File: config.mk
export PLATFORM = sky130hd
export DESIGN_NAME = lcd_sequencer
export DESIGN_NICKNAME = d
export VERILOG_FILES = /design/src/rtl/lcd_sequencer.sv
export SDC_FILE = /design/constraint.sdc
export NUM_CORES = 1
export LEC_CHECK = 0
export ABC_CLOCK_PERIOD_IN_PS = 3100
export CAP_MARGIN = 20
export CORE_ASPECT_RATIO = 0.8
export CORE_MARGIN = 2
export CORE_UTILIZATION = 56
export DETAILED_ROUTE_END_ITERATION = 10
export GPL_TIMING_DRIVEN = 1
export PLACE_DENSITY_LB_ADDON = 0.05
export SLEW_MARGIN = 20
export SYNTH_ARGS = -nofsm -noshare
export SYNTH_HDL_FRONTEND = slang
export SYNTH_SLANG_ARGS = --single-unit
File: constraint.sdc
create_clock -name Clock -period 3.1 [get_ports Clock]
set_input_delay 0.31 -clock Clock [delete_from_list [all_inputs] [get_ports Clock]]
set_output_delay 0.31 -clock Clock [all_outputs]
set_load 0.02 [all_outputs]
File: src/rtl/lcd_sequencer.sv
// HD44780-style LCD write sequencer.
// On power-up it waits, issues a fixed four-command init sequence, and then
// accepts host instruction/data writes one at a time. Each write is shaped
// into a setup / enable-high / hold / execution-wait bus cycle.
module lcd_sequencer #(
    parameter int   POWERUP_CYC = 1500000,
    parameter int   EN_CYC      = 25,
    parameter int   CMD_CYC     = 1950,
    parameter int   CLEAR_CYC   = 76500,
    parameter logic LINES2      = 1'b1,
    parameter logic FONT5X10    = 1'b0,
    parameter logic CURSOR_ON   = 1'b1,
    parameter logic BLINK_ON    = 1'b1,
    parameter logic ENTRY_INC   = 1'b1,
    parameter logic ENTRY_SHIFT = 1'b0
) (
    input  logic       Clock,
    input  logic       Reset,
    input  logic       WrValid,
    input  logic       WrRS,
    input  logic [7:0] WrData,
    output logic       WrReady,
    output logic       InitDone,
    output logic [2:0] State,
    output logic       Enable,
    output logic       RS,
    output logic       RW,
    output logic [7:0] Data
);

    localparam logic [2:0] PWR_WAIT  = 3'd0;
    localparam logic [2:0] SETUP     = 3'd1;
    localparam logic [2:0] EN_HIGH   = 3'd2;
    localparam logic [2:0] HOLD      = 3'd3;
    localparam logic [2:0] EXEC_WAIT = 3'd4;
    localparam logic [2:0] IDLE      = 3'd5;

    // Counter only has to reach (largest delay - 1); keep at least one bit.
    localparam int MAX_A   = (POWERUP_CYC > EN_CYC)   ? POWERUP_CYC : EN_CYC;
    localparam int MAX_B   = (CMD_CYC     > CLEAR_CYC) ? CMD_CYC     : CLEAR_CYC;
    localparam int MAX_CYC = (MAX_A > MAX_B) ? MAX_A : MAX_B;
    localparam int CNT_W   = ($clog2(MAX_CYC) > 0) ? $clog2(MAX_CYC) : 1;

    localparam logic [CNT_W-1:0] PWR_LAST = CNT_W'(POWERUP_CYC - 1);
    localparam logic [CNT_W-1:0] EN_LAST  = CNT_W'(EN_CYC - 1);
    localparam logic [CNT_W-1:0] CMD_LAST = CNT_W'(CMD_CYC - 1);
    localparam logic [CNT_W-1:0] CLR_LAST = CNT_W'(CLEAR_CYC - 1);

    logic [2:0]       state_q, state_d;
    logic [CNT_W-1:0] cnt_q, cnt_d;
    logic [1:0]       idx_q, idx_d;
    logic             done_q, done_d;
    logic             rs_q, rs_d;
    logic [7:0]       data_q, data_d;
    logic             clear_cmd;
    logic [CNT_W-1:0] exec_last;

    // Init commands: function set, display control, clear, entry mode.
    function automatic logic [7:0] init_cmd(input logic [1:0] idx);
        case (idx)
            2'd0:    init_cmd = {4'b0011, LINES2, FONT5X10, 2'b00};
            2'd1:    init_cmd = {5'b00001, 1'b1, CURSOR_ON, BLINK_ON};
            2'd2:    init_cmd = 8'h01;
            default: init_cmd = {5'b00000, 1'b1, ENTRY_INC, ENTRY_SHIFT};
        endcase
    endfunction

    // Clear display / return home need the long execution wait.
    assign clear_cmd = !rs_q && (data_q[7:2] == 6'd0) && (data_q[1:0] != 2'd0);
    assign exec_last = clear_cmd ? CLR_LAST : CMD_LAST;

    assign WrReady  = (state_q == IDLE) && done_q;
    assign InitDone = done_q;
    assign State    = state_q;
    assign Enable   = (state_q == EN_HIGH);
    assign RS       = rs_q;
    assign RW       = 1'b0;
    assign Data     = data_q;

    // Next-state logic: sequencing, delay counting and bus-value capture.
    always_comb begin
        state_d = state_q;
        cnt_d   = cnt_q;
        idx_d   = idx_q;
        done_d  = done_q;
        rs_d    = rs_q;
        data_d  = data_q;
        case (state_q)
            PWR_WAIT: begin
                if (cnt_q == PWR_LAST) begin
                    cnt_d   = '0;
                    idx_d   = 2'd0;
                    rs_d    = 1'b0;
                    data_d  = init_cmd(2'd0);
                    state_d = SETUP;
                end else begin
                    cnt_d = cnt_q + CNT_W'(1);
                end
            end
            SETUP: begin
                cnt_d   = '0;
                state_d = EN_HIGH;
            end
            EN_HIGH: begin
                if (cnt_q == EN_LAST) begin
                    cnt_d   = '0;
                    state_d = HOLD;
                end else begin
                    cnt_d = cnt_q + CNT_W'(1);
                end
            end
            HOLD: begin
                cnt_d   = '0;
                state_d = EXEC_WAIT;
            end
            EXEC_WAIT: begin
                if (cnt_q == exec_last) begin
                    cnt_d = '0;
                    if (done_q) begin
                        state_d = IDLE;
                    end else if (idx_q == 2'd3) begin
                        done_d  = 1'b1;
                        state_d = IDLE;
                    end else begin
                        idx_d   = idx_q + 2'd1;
                        rs_d    = 1'b0;
                        data_d  = init_cmd(idx_q + 2'd1);
                        state_d = SETUP;
                    end
                end else begin
                    cnt_d = cnt_q + CNT_W'(1);
                end
            end
            IDLE: begin
                if (WrValid && WrReady) begin
                    rs_d    = WrRS;
                    data_d  = WrData;
                    state_d = SETUP;
                end
            end
            default: begin
                cnt_d   = '0;
                state_d = PWR_WAIT;
            end
        endcase
    end

    // State registers; reset drops Enable at once since it decodes state.
    always_ff @(posedge Clock or negedge Reset) begin
        if (!Reset) begin
            state_q <= PWR_WAIT;
            cnt_q   <= '0;
            idx_q   <= 2'd0;
            done_q  <= 1'b0;
            rs_q    <= 1'b0;
            data_q  <= 8'h00;
        end else begin
            state_q <= state_d;
            cnt_q   <= cnt_d;
            idx_q   <= idx_d;
            done_q  <= done_d;
            rs_q    <= rs_d;
            data_q  <= data_d;
        end
    end

endmodule

==> results_dict.tcl, run 1 <==
set metrics [dict create \
    cts.sink_count 36 \
    setup_slack_ns 0.456 \
    drt_pass1_iterations 4 \
    grt_pass1_vias 2055 \
    diodes 0 \
    crit_start "cnt_q[10]" \
    std_cell_rows 21 \
    timing.hold.ws_ns 0.109 \
    via_count 2195 \
    cts_root_buf "clkbuf_8" \
    via_per_inst 6.00 \
    gr-total-overflow 0 \
    rsz0062_at_grt "no" \
    cts_resized 0 \
    ys_async_sr_fraction_pct 100 \
    hpwl_mm 4.25 \
    setup_viol 0 \
    die_height_um 62.3 \
    worstSetupStartpointType "flip-flop" \
    grt_pass1_wl_mm 10.3 \
    fin_crit_ns 2.64 \
    post-route-drc-count 0 \
    mappedNetlistArea_sq_mm 0.00238 \
    fin_tns_setup_ns 0 \
    clk_path_buf_depth 2 \
    hold_violations 0 \
    synth_nets 301 \
    coreArea_sq_mm 0.00413 \
    syn_area_per_cell_sq_um 8.35 \
    critPathMaxFanout 19 \
    synth-edff-count 0 \
    status "finished, final reports clean" \
    wirelength_mm 6.07 \
    num-fill-cells 360 \
    drt-initial-drc-count 167 \
    postCtsSetupBuffers 0 \
    fin_skew_ns 0.00978 \
    tightest_slew_ns 0.870 \
    ios 28 \
    critPathRequiredTime_ns 3.26 \
    irDropWorstVdd_uv 226 \
    rr_endpoint "cnt_q[4]" \
    ys_warn_count 0 \
    synth_seq_area_share_pct 37.9 \
    final_antenna_net_count 0 \
    drive_gt1_share_pct 10.7 \
    crit_type "reg -> reg" \
    cts_tree "done" \
    fin_crit_sh_pct 85.3 \
    leakage_nw 1.24 \
    antenna_found_initial 0 \
    gp_congestion 0.941 \
    p_per_area_mw_per_mm2 326 \
    wl_per_cell_um 16.6 \
    start_util_pct 57.7 \
    place_ws_ns 0.503 \
    ctsHoldBuffers 0 \
    critPathCaptureType "flip-flop" \
    yosys_register_bits 36 \
    htree_levels 2 \
    nets 324 \
    reg2reg_slack_ns 0.46 \
    synthFlopType "dfrtp_1" \
    synthCells 285 \
    crit_arrival_ns 2.80 \
    rr_worst_depth 7 \
    grt_usage_pct 27.0 \
    max_slew_margin_pct 41.7 \
    ys_types 55 \
    drv_cap 0 \
    clkTransAtPathRegs_ns 0.08 \
    final_max_slew_viol_count 0 \
    fmax_mhz 378 \
    hp-class "in -> async" \
    r2r-start "cnt_q[10]" \
    io_buffers 26 \
    clkLatencyLatePin_ns 0.29 \
    grt_max_degree 37 \
    area_delta_synth_final_pct 16.4 \
    die_width_um 76.9 \
    die_area_sq_mm 0.00479 \
    cts_buffers 5 \
]
## how the worst max path moves through the flow
stage	slack (ns)	endpoint
floorplan	0.64	Data[0]
global placement	0.55	cnt_q[6]
detailed placement	0.50	cnt_q[4]
CTS	0.49	cnt_q[4]
global route	0.30	cnt_q[20]
finish	0.46	cnt_q[4]
## cells by family after synthesis
family | after synthesis | synth area share, %
and+or+nand+nor | 142 | 30.3
other | 1 | 0.158
xor gates and xnor gates | 4 | 1.47
muxes | 7 | 3.84
buffers and inverters | 25 | 5.05
DFF | 36 | 37.9
adders and majority gates | 4 | 2.10
AOI/OAI and AO/OA | 66 | 19.2
## metrics by stage
| stage | power [mW] | instance area [sq um] | util (%) | instances |
|---|---|---|---|---|
| floorplan | 0.481 | 2380 | - | 285 |
| global placement | 0.503 | 2660 | 64.5 | 358 |
| detailed placement | 0.503 | 2660 | 64.5 | 358 |
| CTS | 0.909 | 2770 | 67.1 | 366 |
| global route | 0.928 | 2770 | 67.1 | 366 |
| finish | 0.902 | 2770 | 67.1 | 366 |
## power by group
group	switching [mW]	internal, mW	leakage (nW)
clock network	0.170	0.239	0.0552
registers	0	0.469	0.478
logic	0.0118	0.0114	0.706
## placed cells by master, fill, tap and decap left out, types with 7 or more instances in the layout
master	count
a21oi_1	8
and3_1	7
clkdlybuf4s50_1	25
dfrtp_1	36
inv_1	9
nand2_1	51
nand3_1	9
nor2_1	28
o211ai_1	12
o21ai_0	15
## per-layer routing
layer  track usage [%]  share of wire [%]  up-vias
li1                  -                  -     1065
met1              42.1                 49     1044
met2              38.0                 43       77
met3              4.94                6.2        9
met4              7.50                1.0        0
met5                 0                  0        -
## area by class of cell
type	count	area, sq um	area share [%]
clock buffers	6	72.6	2.62
flip-flops and latches	36	901	32.5
repair buffers	31	293	10.6
clock inverters	2	35.0	1.27
well taps	57	71.3	2.58
multi-input cells	224	1360	49.1
inverters	10	37.5	1.36
## sequential cells by signal, indices dropped and copies added, names as in the netlist
register  flops
idx_q         2
RS            1
InitDone      1
cnt_q        21
Data          8
State         3
## cell usage after synthesis (all sizes together) (3+ instances only)
library cell | number | share of area [%]
nor4 | 5 | 1.3
and2 | 4 | 1.1
ha | 4 | 2.1
nand3b | 3 | 0.95
dfrtp | 36 | 38
clkbuf | 7 | 1.1
o22ai | 6 | 1.6
nand2b | 4 | 1.1
or4 | 4 | 1.6
o21ai | 18 | 3.8
nor2 | 28 | 4.4
mux2 | 5 | 3.0
inv | 9 | 1.4
o211ai | 12 | 3.8
and4 | 3 | 1.1
nor3 | 7 | 1.9
a22o | 3 | 1.1
o21bai | 3 | 1.4
nand3 | 9 | 1.9
xnor2 | 3 | 1.1
a21oi | 10 | 2.4
and3 | 7 | 1.8
buf | 8 | 2.4
or2 | 4 | 1.1
nand4 | 4 | 1.1
nand2 | 51 | 8.0
## critical path, cell delays in order (launching register included)
cell and delay [ns]:
dfrtp_1 0.47, or4_4 0.57, or4_4 0.53, o31ai_2 0.25, a21oi_2 0.19, nor2_1 0.21
buf_4 0.18, o211ai_1 0.10
Note: power is estimated with default switching activity, not from simulation.
==> run 2, diff against run 1 <==
--- a/config.mk
+++ b/config.mk
@@ -9,7 +9,8 @@
 export CAP_MARGIN = 20
 export CORE_ASPECT_RATIO = 0.8
 export CORE_MARGIN = 2
-export CORE_UTILIZATION = 56
+export CORE_UTILIZATION = 58
+export CTS_BUF_LIST = sky130_fd_sc_hd__clkbuf_4 sky130_fd_sc_hd__clkbuf_8
 export DETAILED_ROUTE_END_ITERATION = 10
 export GPL_TIMING_DRIVEN = 1
 export PLACE_DENSITY_LB_ADDON = 0.05
==> results_dict.tcl, run 2 (synthesis results as in run 1) <==
set metrics [dict create \
    rr_endpoint "cnt_q[20]" \
    drive_gt1_share_pct 11.0 \
    clk_path_buf_depth 2 \
    fin_skew_ns 0.00609 \
    die_width_um 75.6 \
    clkLatencyLatePin_ns 0.29 \
    cts_resized 0 \
    htree_levels 2 \
    cts_root_buf "clkbuf_8" \
    area_delta_synth_final_pct 17.0 \
    irDropWorstVdd_uv 258 \
    critPathCaptureType "flip-flop" \
    multi_input_comb_area_sq_mm 0.00136 \
    nets 324 \
    via_per_inst 6.05 \
    std_cell_rows 20 \
    ios 28 \
    gr-total-overflow 0 \
    largest_reg_flops 21 \
    crit_type "reg -> reg" \
    via_count 2202 \
    final_antenna_net_count 0 \
    top_layer_used "met4" \
    fin_crit_sh_pct 85.5 \
    diodes 0 \
    cts_buffers 5 \
    regMostFlops "cnt_q" \
    critPathRequiredTime_ns 3.26 \
    grt_pass1_vias 1984 \
    leakage_nw 1.25 \
    wl_per_cell_um 16.2 \
    die_area_sq_mm 0.00463 \
    grt_pass1_wl_mm 9.72 \
    critPathMaxFanout 19 \
    area.sequential_sq_um 901 \
    wl_met3_um 518 \
    crit_arrival_ns 2.81 \
    place_inst 356 \
    routed-wl-met2_mm 2.50 \
    worstSetupStartpointType "flip-flop" \
    final-instance-count-excl-fill 364 \
    ctsHoldBuffers 0 \
    rsz0062_at_grt "no" \
    cts.sink_count 36 \
    grt_max_degree 37 \
    layout_common_cells "nand2_1 (51), dfrtp_1 (36), nor2_1 (28), clkdlybuf4s50_1 (25), o21ai_0 (15)" \
    final_common_cell "nand2_1" \
    coreArea_sq_mm 0.00388 \
    fmax_mhz 377 \
    io_buffers 26 \
    setup_viol 0 \
    die_height_um 61.3 \
    hold_violations 0 \
    hp-class "in -> async" \
    reg2reg_slack_ns 0.45 \
    clkTransAtPathRegs_ns 0.08 \
    start_util_pct 61.4 \
    wirelength_mm 5.89 \
    drt-initial-drc-count 216 \
    fin_crit_ns 2.65 \
    final_max_slew_viol_count 0 \
    drv_cap 0 \
    rr_worst_depth 7 \
    max_slew_margin_pct 35.4 \
    num-fill-cells 305 \
    r2r-start "cnt_q[10]" \
    grt_usage_pct 27.8 \
    tightest_slew_ns 0.964 \
    antenna_found_initial 0 \
    hpwl_mm 4.27 \
    fin_tns_setup_ns 0 \
    status "finished, final reports clean" \
    gp_congestion 0.918 \
    p_per_area_mw_per_mm2 341 \
    wl_met1_mm 2.80 \
    drt_pass1_iterations 5 \
    cts_tree "done" \
    place_ws_ns 0.474 \
    setup_slack_ns 0.451 \
    post-route-drc-count 0 \
    postCtsSetupBuffers 0 \
    total_power_uw 949 \
]
==> run 2: cell count changes in the layout (fill, tap and decap cells not counted) <==
cell / before / now
clkinv_2: 1 / 0
clkbuf_1: 1 / 0
clkbuf_8: 5 / 7
==> run 2: layer usage <==
metal / track usage [%] / vias to the layer above
li1: - / 1064
met5: 0 / -
met3: 4.91 / 10
met1: 43.3 / 1038
met4: 5.51 / 0
met2: 40.5 / 90
==> run 2: worst max-delay path, stage by stage, from the launching register on <==
cell and delay (ns):
dfrtp_1 0.48, or4_4 0.57, or4_4 0.53, o31ai_2 0.27, a21oi_2 0.19, nor2_1 0.19, buf_4 0.18, o211ai_1 0.10
==> run 2: how the worst max path moves through the flow <==
| stage | start | to | slack, ns | cells after the start |
|---|---|---|---|---|
| floorplan | cnt_q[10] | Data[0] | 0.64 | 7 |
| global placement | cnt_q[5] | cnt_q[6] | 0.54 | 7 |
| detailed placement | cnt_q[10] | cnt_q[20] | 0.47 | 7 |
| CTS | cnt_q[10] | cnt_q[20] | 0.45 | 7 |
| global route | cnt_q[10] | cnt_q[10] | 0.29 | 7 |
| finish | cnt_q[10] | cnt_q[20] | 0.45 | 7 |
==> run 2: final cells by class <==
class / count / area share, %
clock buffers: 7 / 3.46
clock inverters: 1 / 1.08
inverters: 10 / 1.35
multi-input cells: 224 / 48.8
flip-flops and latches: 36 / 32.3
well taps: 55 / 2.47
repair buffers: 31 / 10.5
==> run 2: report_power, final <==
group / internal [mW] / total [mW] / switching (mW)
registers: 0.469 / 0.469 / 0
logic: 0.0114 / 0.0233 / 0.0119
clock network: 0.284 / 0.456 / 0.172
total: 0.765 / 0.949 / 0.184
==> run 2: through the flow <==
stage               hold WS, ns  utilization (%)  area (sq um)
detailed placement        0.443             68.5          2660
floorplan                0.0144                -          2380
finish                    0.104             71.8          2790
global placement          0.442             68.5          2660
global route              0.173             71.8          2790
CTS                       0.134             71.8          2790
==> run 3, diff against run 2 <==
--- a/config.mk
+++ b/config.mk
@@ -5,11 +5,13 @@
 export SDC_FILE = /design/constraint.sdc
 export NUM_CORES = 1
 export LEC_CHECK = 0
-export ABC_CLOCK_PERIOD_IN_PS = 3100
+export ABC_CLOCK_PERIOD_IN_PS = 2800
 export CAP_MARGIN = 20
+export CELL_PAD_IN_SITES_DETAIL_PLACEMENT = 0
+export CELL_PAD_IN_SITES_GLOBAL_PLACEMENT = 2
 export CORE_ASPECT_RATIO = 0.8
 export CORE_MARGIN = 2
-export CORE_UTILIZATION = 58
+export CORE_UTILIZATION = 35
 export CTS_BUF_LIST = sky130_fd_sc_hd__clkbuf_4 sky130_fd_sc_hd__clkbuf_8
 export DETAILED_ROUTE_END_ITERATION = 10
 export GPL_TIMING_DRIVEN = 1
==> constraint.sdc (replaced) <==
create_clock -name Clock -period 2.8 [get_ports Clock]
set_input_delay 0.28 -clock Clock [delete_from_list [all_inputs] [get_ports Clock]]
set_output_delay 0.28 -clock Clock [all_outputs]
set_load 0.02 [all_outputs]
==> results_dict.tcl, run 3 (synthesis results as in run 1) <==
set metrics [dict create \
    status "finished, final reports clean" \
    p_int_uw 729 \
    switchingPower_uw 208 \
    top_usage_layer "met1" \
    hold_violations 0 \
    die_width_um 96.2 \
    critPathRequiredTime_ns 2.97 \
    r2r-start "cnt_q[5]" \
    fmax_mhz 377 \
    place_ws_ns 0.129 \
    gr-total-overflow 0 \
    path_buf_inv 1 \
    tightest_slew_ns 0.883 \
    ios 28 \
    clkLatencyLatePin_ns 0.29 \
    gp_congestion 0.859 \
    area_delta_synth_final_pct 19.3 \
    cp_cell_sequence "or4b_4 > or4_4 > o31ai_2 > a21oi_4 > nor2_1 > buf_4 > o211ai_1" \
    grt_util_met1_pct 31.7 \
    place_area_sq_mm 0.00274 \
    crit_arrival_ns 2.82 \
    cp_slowest_cell "or4b_4" \
    hp-class "in -> async" \
    design_area_sq_mm 0.00284 \
    final_antenna_net_count 0 \
    final_common_cell "nand2_1" \
    start_util_pct 36.8 \
    fin_tns_setup_ns 0 \
    via_count 2169 \
    layout_common_cells "nand2_1 (51), dfrtp_1 (36), nor2_1 (28), clkdlybuf4s50_1 (25), o21ai_0 (15)" \
    critPathCaptureType "flip-flop" \
    grt_usage_pct 19.4 \
    clk_path_buf_depth 2 \
    die_height_um 77.8 \
    critPathMaxFanout 19 \
    crit_family "simple AND/OR/NAND/NOR gates" \
    antenna_found_initial 0 \
    timing.hold.ws_ns 0.100 \
    std_cell_rows 26 \
    cts_root_buf "clkbuf_8" \
    swShare_pct 22.2 \
    coreArea_sq_mm 0.00647 \
    leakage_nw 1.27 \
    rr_worst_depth 7 \
    clkTransAtPathRegs_ns 0.08 \
    fin_crit_sh_pct 94.6 \
    grtUsageMet2_pct 25.8 \
    rsz0062_at_grt "no" \
    final_max_slew_viol_count 0 \
    max_stage_delay_ns 0.57 \
    postCtsSetupBuffers 0 \
    grt_pass1_wl_mm 11.1 \
    hpwl_mm 4.83 \
    grt_use_met3_pct 3.69 \
    place_inst 391 \
    final-instance-count-excl-fill 399 \
    diodes 0 \
    power_frac_comb_pct 2.8 \
    max_slew_margin_pct 41.1 \
    ctsHoldBuffers 0 \
    irDropWorstVdd_uv 229 \
    reg2reg_slack_ns 0.15 \
    pwr-share-clk_pct 41.7 \
    wirelength_mm 6.78 \
    cts_tree "done" \
    largest_reg_flops 21 \
    drt_pass1_iterations 4 \
    io_buffers 26 \
    setup_viol 0 \
    grt_max_degree 37 \
    setup_slack_ns 0.150 \
    drive_gt1_share_pct 12.7 \
    worstSetupStartpointType "flip-flop" \
    p_per_area_mw_per_mm2 330 \
    drt-initial-drc-count 135 \
    regMostFlops "cnt_q" \
    nets 330 \
    cts.sink_count 36 \
    cts_buffers 5 \
    fin_skew_ns 0.00419 \
    seqPwrFrac_pct 55.5 \
    crit_type "reg -> reg" \
    grt_pass1_vias 2088 \
    post-route-drc-count 0 \
    htree_levels 2 \
    fin_crit_ns 2.65 \
    via_per_inst 5.44 \
    rr_endpoint "cnt_q[3]" \
    die_area_sq_mm 0.00748 \
    drv_cap 0 \
    wl_per_cell_um 17.0 \
]
[run 3: what timing repair did]
| action | CTS | global route |
|---|---|---|
| hold endpoints to repair | 0 | 0 |
| setup endpoints to repair | 0 | 5 |
| gates resized for setup | 0 | 1 |
[run 3: power groups by stage]
stage                     sequential, mW  combinational [mW]  clock (mW)
final                              0.519              0.0265       0.391
after global routing               0.519              0.0296       0.432
after CTS                          0.519              0.0279       0.403
after detailed placement           0.530              0.0276           0
after global placement             0.530              0.0277           0
after floorplan                    0.530             0.00233           0
[run 3: metal layers]
metal	wire length, um	vias up
met5	0	-
met4	40	0
met3	417	4
met2	2730	62
met1	3590	1031
li1	-	1072
[run 3: how the worst max path moves through the flow]
stage                          from   endpoint  slack, ns  depth (start not counted)
after floorplan           cnt_q[10]    Data[0]       0.34                          7
after global placement     cnt_q[5]  cnt_q[14]       0.20                          7
final                      cnt_q[5]   cnt_q[3]       0.15                          7
after global routing       cnt_q[5]   cnt_q[3]       0.01                          7
after CTS                  cnt_q[5]   cnt_q[3]       0.11                          7
after detailed placement   cnt_q[5]   cnt_q[8]       0.13                          7
[run 3: metrics by stage]
step	total power, mW	utilization (%)
4_1_cts	0.950	43.8
3_3_place_gp	0.557	42.3
3_5_place_dp	0.557	42.3
6_report	0.937	43.9
2_1_floorplan	0.532	-
5_1_grt	0.981	43.9
[run 3: final cells by class]
class / count / area [sq um]
clock buffers: 6 / 82.6
clock inverters: 2 / 10.0
fillers: 668 / 3630
inverters: 10 / 37.5
multi-input cells: 224 / 1370
flip-flops and latches: 36 / 901
well taps: 84 / 105
repair buffers: 37 / 338
